<file path="src/rtl/tow_pkg.sv">
// Shared constants for the tug-of-war datapath: pushbutton conditioning defaults.
package tow_pkg;

    // Production synchronizer depth, debounce window and counter width.
    localparam int TOW_SYNC_STAGES    = 32'd2;
    localparam int TOW_STABLE_CNT     = 32'd4096;
    localparam int TOW_CNT_W          = 32'd12;

    // Short debounce window so simulations finish in a handful of cycles.
    localparam int TOW_STABLE_CNT_SIM = 32'd4;

endpackage

</file>
<file path="src/rtl/pb_conditioner_if.sv">
// Pushbutton bundle: raw inputs in, debounced levels and press pulses out.
interface pb_conditioner_if;

    logic pbl_raw;
    logic pbr_raw;
    logic pbl_db;
    logic pbr_db;
    logic pbl_rise;
    logic pbr_rise;

    // Side that owns the buttons and consumes the conditioned signals.
    modport master (
        output pbl_raw,
        output pbr_raw,
        input  pbl_db,
        input  pbr_db,
        input  pbl_rise,
        input  pbr_rise
    );

    // The conditioner itself.
    modport slave (
        input  pbl_raw,
        input  pbr_raw,
        output pbl_db,
        output pbr_db,
        output pbl_rise,
        output pbr_rise
    );

endinterface

</file>
<file path="src/rtl/pb_debounce_ch.sv">
// One pushbutton channel: synchronizer chain, debounce counter, rising-edge one-shot.
// Reset assumes the button is pressed, so a press only counts after a debounced release.
module pb_debounce_ch
    import tow_pkg::*;
#(
    parameter int SYNC_STAGES = TOW_SYNC_STAGES,   // 2..4
    parameter int STABLE_CNT  = TOW_STABLE_CNT,    // >= 2
    parameter int CNT_W       = TOW_CNT_W          // 2**CNT_W >= STABLE_CNT
) (
    input  logic clk,
    input  logic rst,
    input  logic raw,
    output logic db,
    output logic rise
);

    localparam logic [CNT_W-1:0] CNT_MAX  = CNT_W'(STABLE_CNT - 1);
    localparam logic [CNT_W-1:0] CNT_ONE  = CNT_W'(1);
    localparam logic [CNT_W-1:0] CNT_ZERO = {CNT_W{1'b0}};

    logic [SYNC_STAGES-1:0] sync_r;
    logic [CNT_W-1:0]       cnt_r;
    logic                   db_r;
    logic                   rise_r;

    logic                   sync_s;
    logic [CNT_W-1:0]       cnt_nxt_s;
    logic                   db_nxt_s;
    logic                   rise_nxt_s;

    assign sync_s = sync_r[SYNC_STAGES-1];

    // Plain shift chain into the clock domain; nothing between stages.
    always_ff @(posedge clk) begin
        if (rst) begin
            sync_r <= {SYNC_STAGES{1'b1}};
        end else begin
            sync_r <= {sync_r[SYNC_STAGES-2:0], raw};
        end
    end

    // Debounce decision: count consecutive disagreement, adopt the new level at the window end.
    always_comb begin
        cnt_nxt_s  = cnt_r;
        db_nxt_s   = db_r;
        rise_nxt_s = 1'b0;
        if (sync_s == db_r) begin
            cnt_nxt_s = CNT_ZERO;
        end else if (cnt_r < CNT_MAX) begin
            cnt_nxt_s = cnt_r + CNT_ONE;
        end else begin
            cnt_nxt_s  = CNT_ZERO;
            db_nxt_s   = sync_s;
            rise_nxt_s = sync_s;
        end
    end

    // Debounce state and registered outputs.
    always_ff @(posedge clk) begin
        if (rst) begin
            cnt_r  <= CNT_ZERO;
            db_r   <= 1'b1;
            rise_r <= 1'b0;
        end else begin
            cnt_r  <= cnt_nxt_s;
            db_r   <= db_nxt_s;
            rise_r <= rise_nxt_s;
        end
    end

    assign db   = db_r;
    assign rise = rise_r;

endmodule

</file>
<file path="src/rtl/pb_conditioner.sv">
// Two independent pushbutton channels feeding the tug-of-war game core.
module pb_conditioner
    import tow_pkg::*;
#(
    parameter int SYNC_STAGES = TOW_SYNC_STAGES,
    parameter int STABLE_CNT  = TOW_STABLE_CNT,
    parameter int CNT_W       = TOW_CNT_W
) (
    input  logic               clk,
    input  logic               rst,
    pb_conditioner_if.slave    pb
);

    pb_debounce_ch #(
        .SYNC_STAGES (SYNC_STAGES),
        .STABLE_CNT  (STABLE_CNT),
        .CNT_W       (CNT_W)
    ) u_left (
        .clk  (clk),
        .rst  (rst),
        .raw  (pb.pbl_raw),
        .db   (pb.pbl_db),
        .rise (pb.pbl_rise)
    );

    pb_debounce_ch #(
        .SYNC_STAGES (SYNC_STAGES),
        .STABLE_CNT  (STABLE_CNT),
        .CNT_W       (CNT_W)
    ) u_right (
        .clk  (clk),
        .rst  (rst),
        .raw  (pb.pbr_raw),
        .db   (pb.pbr_db),
        .rise (pb.pbr_rise)
    );

endmodule

</file>
<file path="src/flat_wrapper.sv">
// flat-port wrapper written by rule: the top's interface ports become plain ports
module pb_conditioner_flat import tow_pkg::*;
#(
    parameter int SYNC_STAGES = TOW_SYNC_STAGES,
    parameter int STABLE_CNT  = TOW_STABLE_CNT,
    parameter int CNT_W       = TOW_CNT_W
)
  (clk, rst, pb_pbl_raw, pb_pbr_raw, pb_pbl_db, pb_pbr_db, pb_pbl_rise, pb_pbr_rise);
  pb_conditioner_if pb_i ();
  input  logic clk;
  input  logic rst;
  input wire logic [$bits(pb_i.pbl_raw)-1:0] pb_pbl_raw;
  input wire logic [$bits(pb_i.pbr_raw)-1:0] pb_pbr_raw;
  output wire logic [$bits(pb_i.pbl_db)-1:0] pb_pbl_db;
  output wire logic [$bits(pb_i.pbr_db)-1:0] pb_pbr_db;
  output wire logic [$bits(pb_i.pbl_rise)-1:0] pb_pbl_rise;
  output wire logic [$bits(pb_i.pbr_rise)-1:0] pb_pbr_rise;
  assign pb_i.pbl_raw = pb_pbl_raw;
  assign pb_i.pbr_raw = pb_pbr_raw;
  assign pb_pbl_db = pb_i.pbl_db;
  assign pb_pbr_db = pb_i.pbr_db;
  assign pb_pbl_rise = pb_i.pbl_rise;
  assign pb_pbr_rise = pb_i.pbr_rise;
  pb_conditioner #(.SYNC_STAGES(SYNC_STAGES), .STABLE_CNT(STABLE_CNT), .CNT_W(CNT_W)) u_core (.clk(clk), .rst(rst), .pb(pb_i));
endmodule
</file>
<file path="config.mk">
export PLATFORM = sky130hd
export DESIGN_NAME = pb_conditioner_flat
export DESIGN_NICKNAME = d
export VERILOG_FILES = /design/src/rtl/tow_pkg.sv /design/src/rtl/pb_conditioner_if.sv /design/src/rtl/pb_debounce_ch.sv /design/src/rtl/pb_conditioner.sv /design/src/flat_wrapper.sv
export SDC_FILE = /design/constraint.sdc
export NUM_CORES = 1
export LEC_CHECK = 0
export ABC_AREA = 1
export ABC_CLOCK_PERIOD_IN_PS = 1150
export CORE_ASPECT_RATIO = 2
export CORE_MARGIN = 8
export CORE_UTILIZATION = 40
export CTS_CLUSTER_SIZE = 14
export DETAILED_ROUTE_END_ITERATION = 12
export PLACE_DENSITY = 0.63
export SLEW_MARGIN = 10
export SYNTH_ARGS = -nofsm -noshare
export SYNTH_HDL_FRONTEND = slang
export SYNTH_HIERARCHICAL = 1
export SYNTH_SLANG_ARGS = --single-unit
</file>
<file path="constraint.sdc">
create_clock -name clk -period 1.15 [get_ports clk]
set_input_delay 0.1725 -clock clk [delete_from_list [all_inputs] [get_ports clk]]
set_output_delay 0.1725 -clock clk [all_outputs]
set_load 0.02 [all_outputs]
</file>
==> summary.md <==
| Metric | Value |
|---|---|
| CTS H-tree lvls | `2` |
| Die Wd | `a little under 60 um` |
| PD cells | `about 1000 mW/mm^2` |
| Routed length per instance | `between 10 and 15 um` |
| First-pass GRT wire length | `between 5 and 6 mm` |
| Max-slew violations | `0` |
| R2r endpoint | `u_core/u_left/db` |
| Hold Fails Final Rpt | `0` |
| Iter 0 DRT Violations | `24` |
| Max Fclk | `0.850 GHz` |
| CP startpoint kind | `flip-flop` |
| Worst skew pair latency | `~290 ps` |
| Ranking of synthesized cells by area | `dfxtp_1, nand2_1, nor2_1` |
| Hold path cells | `1` |
| Total grt overflow | `0` |
| Worst hold path type | `reg2reg` |
| Post-synth top flop | `dfxtp_1` |
| Full die area | `0.00582 sq mm` |
| Share of post-route cells with drive strength above 1 | `0.546` |
| Post-Synthesis Net Count | `between 150 and 200` |
| Worst Tran Pin Value | `215 ps` |
| Yosys cell types | `21` |
| Reg-to-reg critical path startpoint | `u_core/u_left/cnt_r[0]` |
| Crit path DAT | `approximately 1400 ps` |
| Average vias per placed instance | `between 5 and 6` |
| Clk root buf | `clkbuf_8` |
| Min-Delay Endpoint | `u_core/u_left/sync_r[1]` |
| Starting Density | `0.419` |
| R2R cell count | `7` |
| Max VDD drop | `1.44 mV` |
| Initial antenna violation count | `0` |
| # nets final | `roughly 230` |
| Largest net degree at the start of global routing | `12` |
| CP max FO | `4` |
| Area delta synth->final | `54.8%` |
| Worst setup EP type | `flip-flop` |
| Max clock buf depth | `2` |
| Clk sinks | `32` |
| Share of the synthesized area in the top cell type | `0.452` |
| Synth cell count leaders | `dfxtp_1, nand2_1, nor2_1` |
| Ys async rst share | `0` |
| Num CTS Buffers | `5` |
| Post-Syn Instances | `roughly 180` |
| Final min period | `1180 ps` |
| Die Ht | `~100 um` |
| Setup Skew | `6.94 ps` |
| #FFs+latches synth | `32` |
| Worst slew margin relative to its limit | `0.856` |
| RSZ-0062 raised after global routing | `true` |
| Sequential share of the synthesized area | `0.452` |
| Clock tree from TritonCTS | `yes` |
| Placed Instances | `240` |
| Failing checks | `negative setup slack` |
| Max cap viols | `0` |
| Ports | `8` |
| Setup CP Type | `reg2reg` |
| Drt total wl | `between 3 and 4 mm` |
| Status | `finished with violations` |
| Fillers | `273` |
| EDFF count, synth | `0` |
| Synth Cell Area | `between 0.001 and 0.0015 sq mm` |
| Final non-filler cell total | `261` |
| Post-DRT Antenna Nets | `0` |
| Final Cycle Share | `1.02` |
| Vias in the first global route | `1373` |
| Internal reg-to-reg setup slack | `-30 ps` |
| N_diodes | `0` |
| Hold_sp | `u_core/u_left/sync_r[0]` |
| Syn. warnings | `6` |
| Area of the core | `0.00338 sq mm` |
| Routability congestion estimate | `0.789` |
| Tot Pwr | `2.28 mW` |
| Post-synth top area cell | `dfxtp_1` |
| Pre-antenna DRT Iters | `4` |
| Leakage power | `between 0.7 and 0.8 nW` |
| CP required | `around 1400 ps` |
| Synthesized area per cell | `about 8.0 sq um` |
| PortBufs | `7` |
| Residual DRC | `0` |
| Worst-path clk slew | `around 70 ps` |
| GRT Total Usage | `0.128` |
| Final setup vio count | `5` |
| DR vias | `approximately 1300` |
| Final worst setup slack | `-26.1 ps` |
| Placement Rows | `30` |
| Dpl hpwl | `between 2 and 2.5 mm` |
==> metrics by stage <==
| stage | TNS [ps] | worst slack, ps | instance area [sq um] | utilization | hold WS [ps] |
|---|---|---|---|---|---|
| 3_5_place_dp | -2690 | -137 | 1740 | 0.516 | 407 |
| 5_1_grt | -1180 | -103 | 2190 | 0.649 | 442 |
| 4_1_cts | -149 | -25.9 | 1970 | 0.582 | 426 |
| 3_3_place_gp | -2010 | -115 | 1740 | 0.516 | 403 |
| 2_1_floorplan | 0 | 38.5 | 1450 | - | 252 |
| 6_report | -83.4 | -26.1 | 2190 | 0.649 | 433 |
==> placed cells by master, fill, tap and decap left out, types with 6 or more instances in the layout <==
cell type | Yosys | final
buf_6 | 2 | 7
a21oi_2 | 2 | 10
dfxtp_1 | 32 | 16
or2_2 | 6 | 6
nand3_1 | 10 | 9
nor2_4 | 4 | 10
dfxtp_2 | 0 | 16
inv_1 | 10 | 10
nand4_1 | 6 | 6
buf_4 | 0 | 31
nor2_1 | 24 | 15
nor2_2 | 4 | 7
nand2_1 | 32 | 27
nand2_2 | 6 | 9
==> how the worst max path moves through the flow <==
stage	startpoint	end	slack, ps	cells past startpoint
after global placement	rst	u_core/u_right/cnt_r[2]	-120	4
after detailed placement	rst	u_core/u_right/cnt_r[2]	-140	4
after global routing	u_core/u_right/cnt_r[0]	u_core/u_right/rise	-100	6
after CTS	u_core/u_left/cnt_r[1]	u_core/u_left/cnt_r[0]	-30	6
final	u_core/u_left/cnt_r[0]	u_core/u_left/db	-30	7
after floorplan	u_core/u_left/cnt_r[0]	u_core/u_left/cnt_r[5]	40	7
==> sequential cells by signal, summed over array words and instances, names as in the netlist <==
register,cells
u_core/u_left/cnt_r,12
u_core/u_right/cnt_r,12
u_core/u_left/sync_r,2
u_core/u_right/sync_r,2
u_core/u_left/db,1
u_core/u_left/rise,1
u_core/u_right/db,1
u_core/u_right/rise,1
==> where the power goes <==
part	total [mW]	leakage, nW	switching, mW	internal, mW
clock network	1.08	0.0552	0.433	0.643
logic	0.0808	0.420	0.0372	0.0435
registers	1.12	0.265	0.00751	1.12
==> critical path: stages, from the launching register on <==
cell     delay [ps]
dfxtp_2         360
ha_4            160
nand3_4         100
inv_4            90
buf_6            90
nand4_1         120
buf_4           170
nand2_1          50
==> cells by family (layout without fill, tap and decap cells) <==
logic type               after synthesis  after routing  share of synthesized area
AO/OA/AOI/OAI                         14             14                     0.0548
AND/OR/NAND/NOR                      104            106                      0.373
flip-flops                            32             32                      0.452
adder cells (fa/ha/maj)                2              2                     0.0177
buffers and inverters                 16             67                     0.0530
XOR/XNOR                               8              8                     0.0495
==> repair_timing <==
action | in CTS | in global routing
hold buffers | 0 | 0
resized for setup | 25 | 48
pin swaps | 6 | 22
gates cloned | 1 | 1
endpoints found under the hold margin | 0 | 0
setup endpoints to repair | 28 | 30
buffers inserted | 3 | 8
==> final cells by class <==
cell class                      count  area [sq um]  share of cell area
Tap cell                           32          40.0              0.0183
Multi-Input combinational cell    130           952               0.434
Inverter                           14          57.6              0.0263
Clock inverter                      2          35.0              0.0160
Clock buffer                        6          72.6              0.0331
Sequential cell                    32           661               0.301
Timing Repair Buffer               45           374               0.171
==> layer usage <==
layer,track usage,vias up,part of all wire
met1,0.118,620,0.36
met2,0.252,13,0.61
met3,0.0244,5,0.019
met5,0,-,0
li1,-,675,-
met4,0.0570,0,0.013
Note: power is estimated with default switching activity, not from simulation.
